**config.mk**
```make
export PLATFORM = sky130hd
export DESIGN_NAME = rr_mux8_arbiter
export DESIGN_NICKNAME = d
export VERILOG_FILES = /design/src/rtl/rr_mux8_pkg.sv /design/src/rtl/rr_pick8.sv /design/src/rtl/rr_mux8_arbiter.sv
export SDC_FILE = /design/constraint.sdc
export NUM_CORES = 1
export LEC_CHECK = 0
export CAP_MARGIN = 30
export CORE_UTILIZATION = 38
export DETAILED_ROUTE_END_ITERATION = 16
export MAX_ROUTING_LAYER = met4
export PLACE_DENSITY_LB_ADDON = 0.1
export SLEW_MARGIN = 15
export SYNTH_ARGS = -nofsm -noshare
export SYNTH_HDL_FRONTEND = slang
export SYNTH_SLANG_ARGS = --single-unit
```
**constraint.sdc**
```tcl
create_clock -name clk -period 3.7 [get_ports clk]
set_clock_uncertainty 0.15 [all_clocks]
set_input_delay 0.37 -clock clk [delete_from_list [all_inputs] [get_ports clk]]
set_output_delay 0.37 -clock clk [all_outputs]
set_load 0.1 [all_outputs]
```
**src/rtl/rr_mux8_pkg.sv**
```systemverilog
// rtl/rr_mux8_pkg.sv - shared constants and helpers for the 8-lane round-robin mux
package rr_mux8_pkg;

  localparam int N_SRC = 8;
  localparam int SEL_W = 3;

  localparam logic [0:0] IDLE = 1'b0;
  localparam logic [0:0] BUSY = 1'b1;

  // Low bit position of lane idx inside a packed bus of dw-wide lanes.
  function automatic int unsigned lane_lo(input int unsigned idx, input int unsigned dw);
    return idx * dw;
  endfunction

endpackage

```
**src/rtl/rr_pick8.sv**
```systemverilog
// rtl/rr_pick8.sv - picks the first eligible lane after the last served one
module rr_pick8
  import rr_mux8_pkg::*;
(
  input  logic [N_SRC-1:0] elig,
  input  logic [SEL_W-1:0] last,
  output logic             any,
  output logic [SEL_W-1:0] idx
);

  logic [SEL_W-1:0] w_start;
  logic [N_SRC-1:0] w_rot;
  logic [SEL_W-1:0] w_off;

  assign w_start = last + SEL_W'(1);

  // Rotate so bit 0 is the lane right after last; the 3-bit index wraps modulo 8.
  always_comb begin
    w_rot = '0;
    for (int i = 0; i < N_SRC; i++) begin
      w_rot[i] = elig[w_start + SEL_W'(i)];
    end
  end

  always_comb begin
    w_off = '0;
    for (int i = N_SRC - 1; i >= 0; i--) begin
      if (w_rot[i]) w_off = SEL_W'(i);
    end
  end

  assign any = |elig;
  assign idx = w_start + w_off;

endmodule

```
**src/rtl/rr_mux8_arbiter.sv**
```systemverilog
// rtl/rr_mux8_arbiter.sv - round-robin burst scheduler sharing one output channel among 8 lanes
module rr_mux8_arbiter
  import rr_mux8_pkg::*;
#(
  parameter int DW        = 4,
  parameter int MAX_BURST = 4
) (
  input  logic                clk,
  input  logic                rst_n,
  input  logic [N_SRC-1:0]    req,
  input  logic [N_SRC-1:0]    req_mask,
  input  logic [N_SRC*DW-1:0] data_in,
  output logic [DW-1:0]       out_data,
  output logic                out_valid,
  input  logic                out_ready,
  output logic [SEL_W-1:0]    out_src,
  output logic [N_SRC-1:0]    pop,
  output logic                busy
);

  localparam logic [3:0] LAST_BEAT = 4'(MAX_BURST - 1);

  logic [0:0]       r_state;
  logic [SEL_W-1:0] r_sel;
  logic [SEL_W-1:0] r_last;
  logic [3:0]       r_beat_cnt;

  logic [N_SRC-1:0] w_elig;
  logic             w_any;
  logic [SEL_W-1:0] w_idx;
  logic             w_busy;
  logic             w_valid;
  logic             w_accept;
  logic [DW-1:0]    w_lanes [N_SRC];
  logic [DW-1:0]    w_mux;

  assign w_elig = req & req_mask;

  rr_pick8 u_pick (
    .elig (w_elig),
    .last (r_last),
    .any  (w_any),
    .idx  (w_idx)
  );

  for (genvar g = 0; g < N_SRC; g++) begin : g_lane
    assign w_lanes[g] = data_in[lane_lo(g, DW) +: DW];
  end

  always_comb begin
    w_mux = '0;
    case (r_sel)
      3'd0: w_mux = w_lanes[0];
      3'd1: w_mux = w_lanes[1];
      3'd2: w_mux = w_lanes[2];
      3'd3: w_mux = w_lanes[3];
      3'd4: w_mux = w_lanes[4];
      3'd5: w_mux = w_lanes[5];
      3'd6: w_mux = w_lanes[6];
      3'd7: w_mux = w_lanes[7];
      default: w_mux = '0;
    endcase
  end

  // Valid follows the granted lane's request live; the mask only matters at arbitration.
  assign w_busy   = (r_state == BUSY);
  assign w_valid  = w_busy & req[r_sel];
  assign w_accept = w_valid & out_ready;

  always_ff @(posedge clk or negedge rst_n) begin
    if (!rst_n) begin
      r_state    <= IDLE;
      r_sel      <= '0;
      r_last     <= SEL_W'(N_SRC - 1);
      r_beat_cnt <= '0;
    end else begin
      case (r_state)
        IDLE: begin
          if (w_any) begin
            r_sel      <= w_idx;
            r_beat_cnt <= '0;
            r_state    <= BUSY;
          end
        end
        default: begin
          if (!req[r_sel]) begin
            r_last  <= r_sel;
            r_state <= IDLE;
          end else if (out_ready) begin
            if (r_beat_cnt == LAST_BEAT) begin
              r_last     <= r_sel;
              r_beat_cnt <= '0;
              r_state    <= IDLE;
            end else begin
              r_beat_cnt <= r_beat_cnt + 4'd1;
            end
          end
        end
      endcase
    end
  end

  always_comb begin
    pop        = '0;
    pop[r_sel] = w_accept;
  end

  assign out_data  = w_busy ? w_mux : '0;
  assign out_valid = w_valid;
  assign out_src   = r_sel;
  assign busy      = w_busy;

endmodule

```
* Word level (Yosys, flattened, before mapping)
Cells that the tools add are included.
** Word-level totals
- Output and inout bits :: 17
- Register bits after elaboration :: 11
- Bits of input ports :: 51
- Logic and storage cells :: 91
** Cells by class
- $add $sub $neg :: 10
- Reductions and logical operators :: 7
- Equality and inequality tests :: 12
- Order comparisons :: 10
- Multiplexer cells :: 43
- Bitwise gates (word level) :: 5
** Operator list (count)
- 3-bit by 4-bit less-than comparator with 1-bit output (second input constant) :: 9
- 3-bit 2-to-1 mux :: 11
- 4-bit one-hot mux with 8 select lines :: 1
- 1-bit binary-select mux with 3-bit select :: 9
- 4-bit 2-to-1 mux :: 6
- 8-bit AND :: 2
- 1-bit 2-to-1 mux :: 15
- 3-bit adder (second input constant) :: 4
- 3-bit == test (second input constant) :: 4
- 8-bit OR reduction :: 1
- 3-bit by 1-bit adder with 3-bit output (second input constant) :: 2
- 3-bit by 2-bit adder with 3-bit output (second input constant) :: 2
- 3-bit by 2-bit == test with 1-bit output (second input constant) :: 2
- 3-bit AND reduction :: 2
- 4-bit by 1-bit adder with 4-bit output (second input constant) :: 1
- 4-bit by 2-bit == test with 1-bit output (second input constant) :: 1
- 2-bit by 1-bit != test with 1-bit output (second input constant) :: 2
- 2-bit != test (second input constant) :: 2
- 3-bit adder :: 1
- 1-bit demux with 3-bit select :: 1
- 3-bit by 1-bit == test with 1-bit output (second input constant) :: 1
- 3-bit by 1-bit greater-or-equal comparator with 1-bit output (second input constant) :: 1
- 3-bit zero test :: 1
- 1-bit AND :: 2
- other kinds (4) :: 4

* Longest topological paths before layout
- Depth after elaboration :: 13
- Mapped depth :: 13
- Mapped depth without buffers :: 13

* Cells and area by module
Synthesis repeated with hierarchy kept, for this count alone.
** Unflattened totals
- Cell total of the unflattened synthesis :: 168
- Area total of the unflattened synthesis :: 1612.8 um^2
** Modules (own cells, without submodules)
- rr_mux8_arbiter :: area each 1033.5 um^2, sequential area each 279.0 um^2, cells an instance 117, times used 1
- rr_pick8 :: area each 579.3 um^2, sequential area each 0.0 um^2, cells an instance 51, times used 1

* Worst setup path after synthesis
No wires, ideal clock.
- Kind :: register to output
- Start :: register r_sel[1] (netlist: out_src[1])
- End :: output pop[1]
- Cell stages (with the launch flop) :: 6
- Buffers on the path :: 1
- Slack :: -1.891 ns
- Data required time :: 3.180 ns
- Arrival :: 5.071 ns
- Cell sequence :: dfrtp_1 > buf_1 > a22oi_1 > o221ai_1 > nand3_1 > nor4b_1
** On the way
- Cells in the longest elaborated chain, start to end :: 5
- Elaborated cells on any way between the ends :: 10
- Classes of those cells :: order compare (2); mux (4); bitwise (3); reduce/logical (1)
** RTL lines
- from (decl) :: line rr_mux8_arbiter.sv:24 : logic [SEL_W-1:0] r_sel;
- from (signal assigned) :: line rr_mux8_arbiter.sv:80 : r_sel <= w_idx;
- 3-bit by 4-bit less-than comparator with 1-bit output (not written as such), or another cell as far along :: line rr_mux8_arbiter.sv:105 : pop[r_sel] = w_accept;
- 1-bit logical AND (not written as such) / 1-bit 2-to-1 mux (equally long branches) :: line rr_mux8_arbiter.sv:105, rr_mux8_arbiter.sv:67
- 1-bit 2-to-1 mux (not written as such) / 1-bit AND (equally long branches) :: line rr_mux8_arbiter.sv:105, rr_mux8_arbiter.sv:67
- 1-bit demux with 3-bit select / 1-bit AND (equally long branches) :: line rr_mux8_arbiter.sv:105, rr_mux8_arbiter.sv:68
- 8-bit AND (no line) *
- to (decl) :: line rr_mux8_arbiter.sv:17 : output logic [N_SRC-1:0] pop,
Every way passes the cells marked *; elsewhere a longest branch is shown, timed or not. The select of a mux whose other input is x is not followed.

* Worst setup path after layout
- Start :: register r_last[0]
- End :: register r_sel[2] (netlist: out_src[2])
** On the way
- Cells in the longest elaborated chain, start to end :: 13
- Elaborated cells on any way between the ends :: 33
- Classes of those cells :: add/sub (9); mux (24)
** RTL lines
- from (decl) :: line rr_mux8_arbiter.sv:25 : logic [SEL_W-1:0] r_last;
- from (signal assigned) :: line rr_mux8_arbiter.sv:74 : r_last <= SEL_W'(N_SRC - 1);
- from (signal assigned) :: line rr_mux8_arbiter.sv:87 : r_last <= r_sel;
- from (signal assigned) :: line rr_mux8_arbiter.sv:91 : r_last <= r_sel;
- 3-bit by 1-bit adder with 3-bit output * :: line rr_pick8.sv:15 : assign w_start = last + SEL_W'(1);
- 3-bit adder :: line rr_pick8.sv:21 : w_rot[i] = elig[w_start + SEL_W'(i)];
- 1-bit binary-select mux with 3-bit select :: line rr_pick8.sv:21
- 1-bit 2-to-1 mux (not written as such) :: line rr_pick8.sv:21
- 3-bit 2-to-1 mux (8 in series) :: line rr_pick8.sv:28 : if (w_rot[i]) w_off = SEL_W'(i);
- 3-bit adder * :: line rr_pick8.sv:33 : assign idx = w_start + w_off;
Marks and branches as above.
A chain may end at the register's enable or synchronous reset.

==> impl_results.md <==
* Vias post-DR at 1565
* Seq/Total Area, Yosys at 18.80%
* Ant. Diodes at 0
* Pint at 1.147 mW
* Ys flop type: dfrtp_1
* CP Class: flip-flop to flip-flop
* Final worst slack at 0.1718 ns
* Critical path endpoint category: flip-flop
* Max clock buf depth at 2
* First-pass GRT wire length at 6975 µm
* Largest family of logic cells by synthesized area: multiplexers
* Peak supply drop at 0.5373 mV
* GRT Overall Usage at 22.04%
* Mapped Nets at 222
* Power, Total at 2.585 mW
* Top cell type's share of synthesized area at 13.66%
* Die height at 64.49 µm
* Mapped Area at 1484 µm²
* Hold crit path type: input pin to asynchronous set/reset pin
* H-tree Lvls at 1
* Iter 0 DRT Violations at 58
* Num CTS Buffers at 3
* Final hold vios at 0
* Yosys reg bits at 11
* Die area at 4159 µm²
* CTS tree: yes
* Post-CTS setup buffers at 0
* Status: complete, no violations
* Site row count at 22
* Slew Viols, Final at 0
* Clock Sinks at 11
* Number of flops mapped to enable cells by yosys at 0
* Worst Tran Pin Value at 0.9771 ns
* Synth async-reset ratio at 100.0%
* Io pins at 68
* Final ANT Viol Nets at 0
* Final nets at 288
* Yosys top cell by area: mux4_2
* Synth-to-Final Area Change at 61.13%
* Final setup viols at 0
* Synth warn at 0
* Core area at 3716 µm²
* Total wire length at 4276 µm
* Die extent in x at 64.49 µm
* Compound-Gate Fraction of Synth Area at 17.71%
* Clk pwr share at 4.8%
* Sw power at 1.439 mW
* Synth cell types at 46
* Reg clk slew, reported paths at 0.06 ns
* Total grt overflow at 0
* Synth Area in XOR/XNOR at 2.867%
* Vias in the first global route at 1549
* Clock insertion delay at the later pin of the skew report at 0.25 ns
* Post-layout minimum cycle time at 3.528 ns
* Pwr Density at 1081 nW/µm²
* Unrepaired setup endpoints after global routing: no
* Max-Cap Viols at 0
* Flop pwr share at 13.8%
* WHS at 0.3011 ns
* Largest net degree at the start of global routing at 26
* Final worst-path cycle share at 95.36%
* Fmax at 283.4 MHz
* DR pass1 iterations at 4
* Setup TNS at 0 ns
* Synth Area in Simple Gates at 21.67%
* Pre-CTS setup slack at 0.01971 ns
* Critical path data arrival time at 3.51 ns
* Post-Synth Adder-Cell Area at 4.722%
* Worst Path Required at 3.68 ns
* Clock Tree Root: clkbuf_8
* Initial core utilization at 39.93%
* Avg WL per Cell at 15.33 µm
* Comb pwr share at 81.4%
* Synth Area per Inst at 8.939 µm²
* LEAKAGE at 0.9431 nW
* Port bufs at 67
* HPWL after DPL at 3379 µm
* Switching Fraction at 55.64%
* Syn Inst Count at 166
* DR DRC count at 0
* GPL Wtd Cong at 0.9016
* Initial antenna violation count at 0
* CP max FO at 14
* Synth area leaders: mux4_2 14%, dfrtp_1 13%, mux2i_1 5.4%
* Proportion of layout cells with a drive suffix above 1 at 23.81%
* Via density at 5.609
* Mux share of post-synthesis cell area at 29.43%
* Setup crit start kind: flip-flop
* Max-slew headroom at 34.66%
[layer usage]
layer  GRT usage (%)  vias to the layer above  wire length (µm)
met2           38.68                       59              2211
li1                -                      764                 -
met5               -                        -                 0
met4           5.556                        0                30
met3           1.585                        2               186
met1           27.46                      740              1848
[per-stage QoR]
| step | instances | cell area [µm²] | utilization (%) |
|---|---|---|---|
| finish | 279 | 2391 | 64.34 |
| global route | 279 | 2391 | 64.34 |
| CTS | 279 | 2361 | 63.54 |
| detailed placement | 275 | 2315 | 62.29 |
| global placement | 275 | 2315 | 62.29 |
| floorplan | 166 | 1543 | - |
[cells in the final DEF, fill, tap and decap left out, drive strengths merged, types with 3 or more instances in the layout]
cell type | netlist | layout
mux2 | 9 | 9
inv | 6 | 6
a22o | 3 | 3
dfrtp | 8 | 8
nor2b | 3 | 3
xnor2 | 3 | 3
buf | 3 | 16
mux2i | 8 | 8
clkbuf | 6 | 3
nor3 | 3 | 3
o21ai | 10 | 10
nand3 | 12 | 12
nand2 | 18 | 18
dfstp | 3 | 3
mux4 | 11 | 11
clkdlybuf4s50 | 0 | 54
ha | 4 | 4
a21oi | 7 | 7
nand2b | 4 | 4
nor2 | 11 | 11
[sequential cells by signal, summed over array words and instances, names as in the netlist]
register    count
r_beat_cnt      4
r_last          3
busy            1
out_src         3
[cells in the mapped netlist, types with 4 or more instances]
master	number
mux2_2	5
ha_1	4
mux4_2	9
nand2_1	18
nand2b_1	4
mux2_1	4
nand3_1	12
mux2i_1	8
inv_1	5
clkbuf_1	6
o21ai_1	5
o21ai_0	5
dfrtp_1	8
nor2_1	11
a21oi_1	7
[worst paths after layout]
check | depth (start not counted) | from | endpoint | slack (ns)
setup / recovery | 12 | r_last[0] | out_src[2] | 0.17
max in group asynchronous | 1 | rst_n | r_last[1] | 2.74
hold reg to reg | 1 | r_beat_cnt[0] | r_beat_cnt[0] | 0.39
hold / removal | 1 | rst_n | r_beat_cnt[1] | 0.30
setup reg to reg | 12 | r_last[0] | out_src[2] | 0.17
min in group clk | 1 | r_beat_cnt[0] | r_beat_cnt[0] | 0.39
[critical path, cell delays in order, from the launching register on]
cell and delay, ns:
dfstp_2 0.52, buf_4 0.19, ha_1 0.29, xnor2_2 0.19
mux4_1 0.35, mux2i_2 0.27, o31ai_1 0.11, o21ba_1 0.18
ha_1 0.19, fa_1 0.37, xnor2_1 0.15, and3_1 0.18
o31a_1 0.26
[cell type report]
| cell class | count | area [µm²] |
|---|---|---|
| Clock inverter | 1 | 5.005 |
| Sequential cell | 11 | 282.8 |
| Clock buffer | 3 | 41.29 |
| Timing Repair Buffer | 70 | 760.7 |
| Fill cell | 317 | 1325 |
| Inverter | 6 | 25.02 |
| Tap cell | 48 | 60.06 |
| Multi-Input combinational cell | 140 | 1216 |
[logic make-up (layout without fill, tap and decap cells)]
family / after synthesis / count (layout)
AO/OA/AOI/OAI: 39 / 39
XOR/XNOR: 4 / 4
adder cells (fa/ha/maj): 5 / 5
buffers and inverters: 15 / 80
flip-flops: 11 / 11
multiplexers: 28 / 28
AND/OR/NAND/NOR: 64 / 64
[what timing repair did]
action	CTS	global route
hold buffers	0	0
endpoints found under the hold margin	0	0
setup endpoints to repair	0	2
gates resized for setup	0	6
[power by group through the flow]
stage	Combinational, mW	Clock [mW]	Sequential, mW
finish	2.10	0.125	0.357
floorplan	1.54	0	0.416
detailed placement	2.04	0	0.358
global placement	1.99	0	0.353
CTS	2.04	0.127	0.356
global route	2.27	0.134	0.376
(Power assumes the default switching activity.)
==> patch (same settings) <==
Change the package constant `N_SRC` from 8 to 16.
--- a/src/rtl/rr_mux8_pkg.sv
+++ b/src/rtl/rr_mux8_pkg.sv
@@ -1,7 +1,7 @@
 // rtl/rr_mux8_pkg.sv - shared constants and helpers for the 8-lane round-robin mux
 package rr_mux8_pkg;
 
-  localparam int N_SRC = 8;
+  localparam int N_SRC = 16;
   localparam int SEL_W = 3;
 
   localparam logic [0:0] IDLE = 1'b0;
Ports: changed (resized data_in, pop, req and req_mask); port bits go from 68 to 124. No check against the original RTL was run, so the function may have changed too.
==> patch against the unedited design <==
Routed wire length is 18% higher. Fmax is 0.68% lower. Via count is 16% higher. Sequential share of layout area is 1.6 points lower. Worst setup slack worse by 0.024 ns. Sequential cell count stayed put. Sequential power is 13% lower. First-iteration DRC count is 26% higher. Synthesized cell count is 14% higher. Global-route usage hardly changed. Area after synthesis is 9.5% higher. Power is 2.3% higher. Design area is 14% higher.
==> patch: results (changes against the unedited design) <==
yosys_warnings: 0  # unchanged
rr_worst_depth: 14  # +2
hold_path.class: "input port to asynchronous set/reset pin"
drt_iter0_markers: 73  # +26%
regMostFlops: "r_beat_cnt"
nets: 383  # +33%
post_drt_wl_per_cell_um: 15.39  # +0.42%
relSlewSlack_pct: 35.93  # +1.3 points
grt_max_degree: 21  # -19%
largest_reg_flops: 4  # unchanged
critPathMaxFanout: 8  # -6
portBuffers: 83  # +24%
cts.path.max_buffers: 2  # unchanged
grt_pass1_vias: 1720  # +11%
num_vias: 1821  # +16%
async_flop_share_pct: 100.0  # unchanged
antenna_found_initial: 0  # unchanged
synth_commonest_cells: "17 x nor2_1, 16 x nand2_1, 14 x mux2_2"
synthTopCellsByArea: "dfrtp_1 12%, mux2_2 9.7%, mux4_2 6.9%, mux4_1 6.5%, mux2i_1 4.9%"
r2r-start: "r_last[0]$_DFFE_PN1P_"
diodes: 0  # unchanged
run_status: "finished, final reports clean"
clk_latency_ns: 0.23  # -0.02 ns
cts_root_buffer: "clkbuf_8"
grt_first_pass_wirelength_um: 7555  # +8.3%
htree_levels: 1  # unchanged
first_pass_iters: 4  # unchanged
ys_seq_area_share_pct: 17.17  # -1.6 points
numCtsBuffers: 3  # unchanged
cts.clk_slew.worst_paths_ns: 0.05
hpwl_um: 4001  # +18%
yosys_most_used_dff: "dfrtp_1"
cp-start-kind: "flop"
grt_usage_pct: 22.02  # about the same
place.gp.congestion: 0.8561  # -5.0%
synth_most_common_cell: "nor2_1"
synth_cell_type_count: 46  # unchanged
vdd_drop_max_v: 0.0006887  # +28%
drive_gt1_share_pct: 26.26  # +2.4 points
p_leak_nw: 1.084  # +15%
## patch: critical path, stage by stage, from the launching register on
cell and delay (ns):
dfstp_2 0.60, inv_2 0.07, ha_4 0.27, buf_4 0.14
nand4b_1 0.11, nand4_1 0.17, mux2i_2 0.26, nor2_1 0.09
o21bai_1 0.18, a31oi_1 0.11, ha_1 0.20, fa_2 0.34
xnor2_1 0.15, or4_1 0.47, a31oi_1 0.16
## patch: report_power, final
group | switching, W | internal, W | total [W]
clock | 0.0000445 | 0.0000739 | 0.000118
sequential | 0.000125 | 0.000185 | 0.000311
combinational | 0.00131 | 0.000905 | 0.00222
## patch: repair_timing
item,CTS,global route
resized for setup,0,7
setup buffers,0,3
setup endpoints to repair,0,1
## patch: cells by family after synthesis
kind of cell	after synthesis	synth area share [%]
flip-flops	11	17.17
other	1	0.2307
XOR/XNOR	5	3.157
adder cells (fa/ha/maj)	5	4.311
AO/OA/AOI/OAI	40	15.63
multiplexers	31	28.02
buffers and inverters	29	9.006
AND/OR/NAND/NOR	67	22.48
## patch: path summary, 6_finish.rpt
path                                             end  slack, ns
min                                   busy$_DFF_PN0_       0.32
max reg2reg                   out_src[2]$_DFFE_PN0P_       0.15
max                           out_src[2]$_DFFE_PN0P_       0.15
min in group clk           r_beat_cnt[1]$_DFFE_PN0P_       0.43
max in group asynchronous     out_src[1]$_DFFE_PN0P_       2.72
min reg2reg                r_beat_cnt[1]$_DFFE_PN0P_       0.43
## patch: metrics by stage
stage	setup TNS (ns)	cells	instance area [sq um]	setup WS, ns
after floorplan	-1.320	196	1697	-0.4194
after global placement	0	321	2626	0.06892
after detailed placement	-0.02111	321	2626	-0.02111
after CTS	0	325	2673	0.02617
after global routing	-0.02711	328	2738	-0.02711
final	0	328	2738	0.1479
## patch: metal layers
metal	track usage [%]	up-vias	share of wire (%)
li1	-	879	-
met1	26.08	846	42
met2	39.88	96	48
met3	3.716	0	10
met4	2.394	0	0
met5	-	-	0
## patch: layout make-up
cell class	count	area (sq um)
Clock buffer	3	41.29
Clock inverter	1	5.005
Timing Repair Buffer	97	998.5
Sequential cell	11	280.3
Multi-Input combinational cell	156	1313
Tap cell	50	62.56
Inverter	10	37.54
Fill cell	345	1320
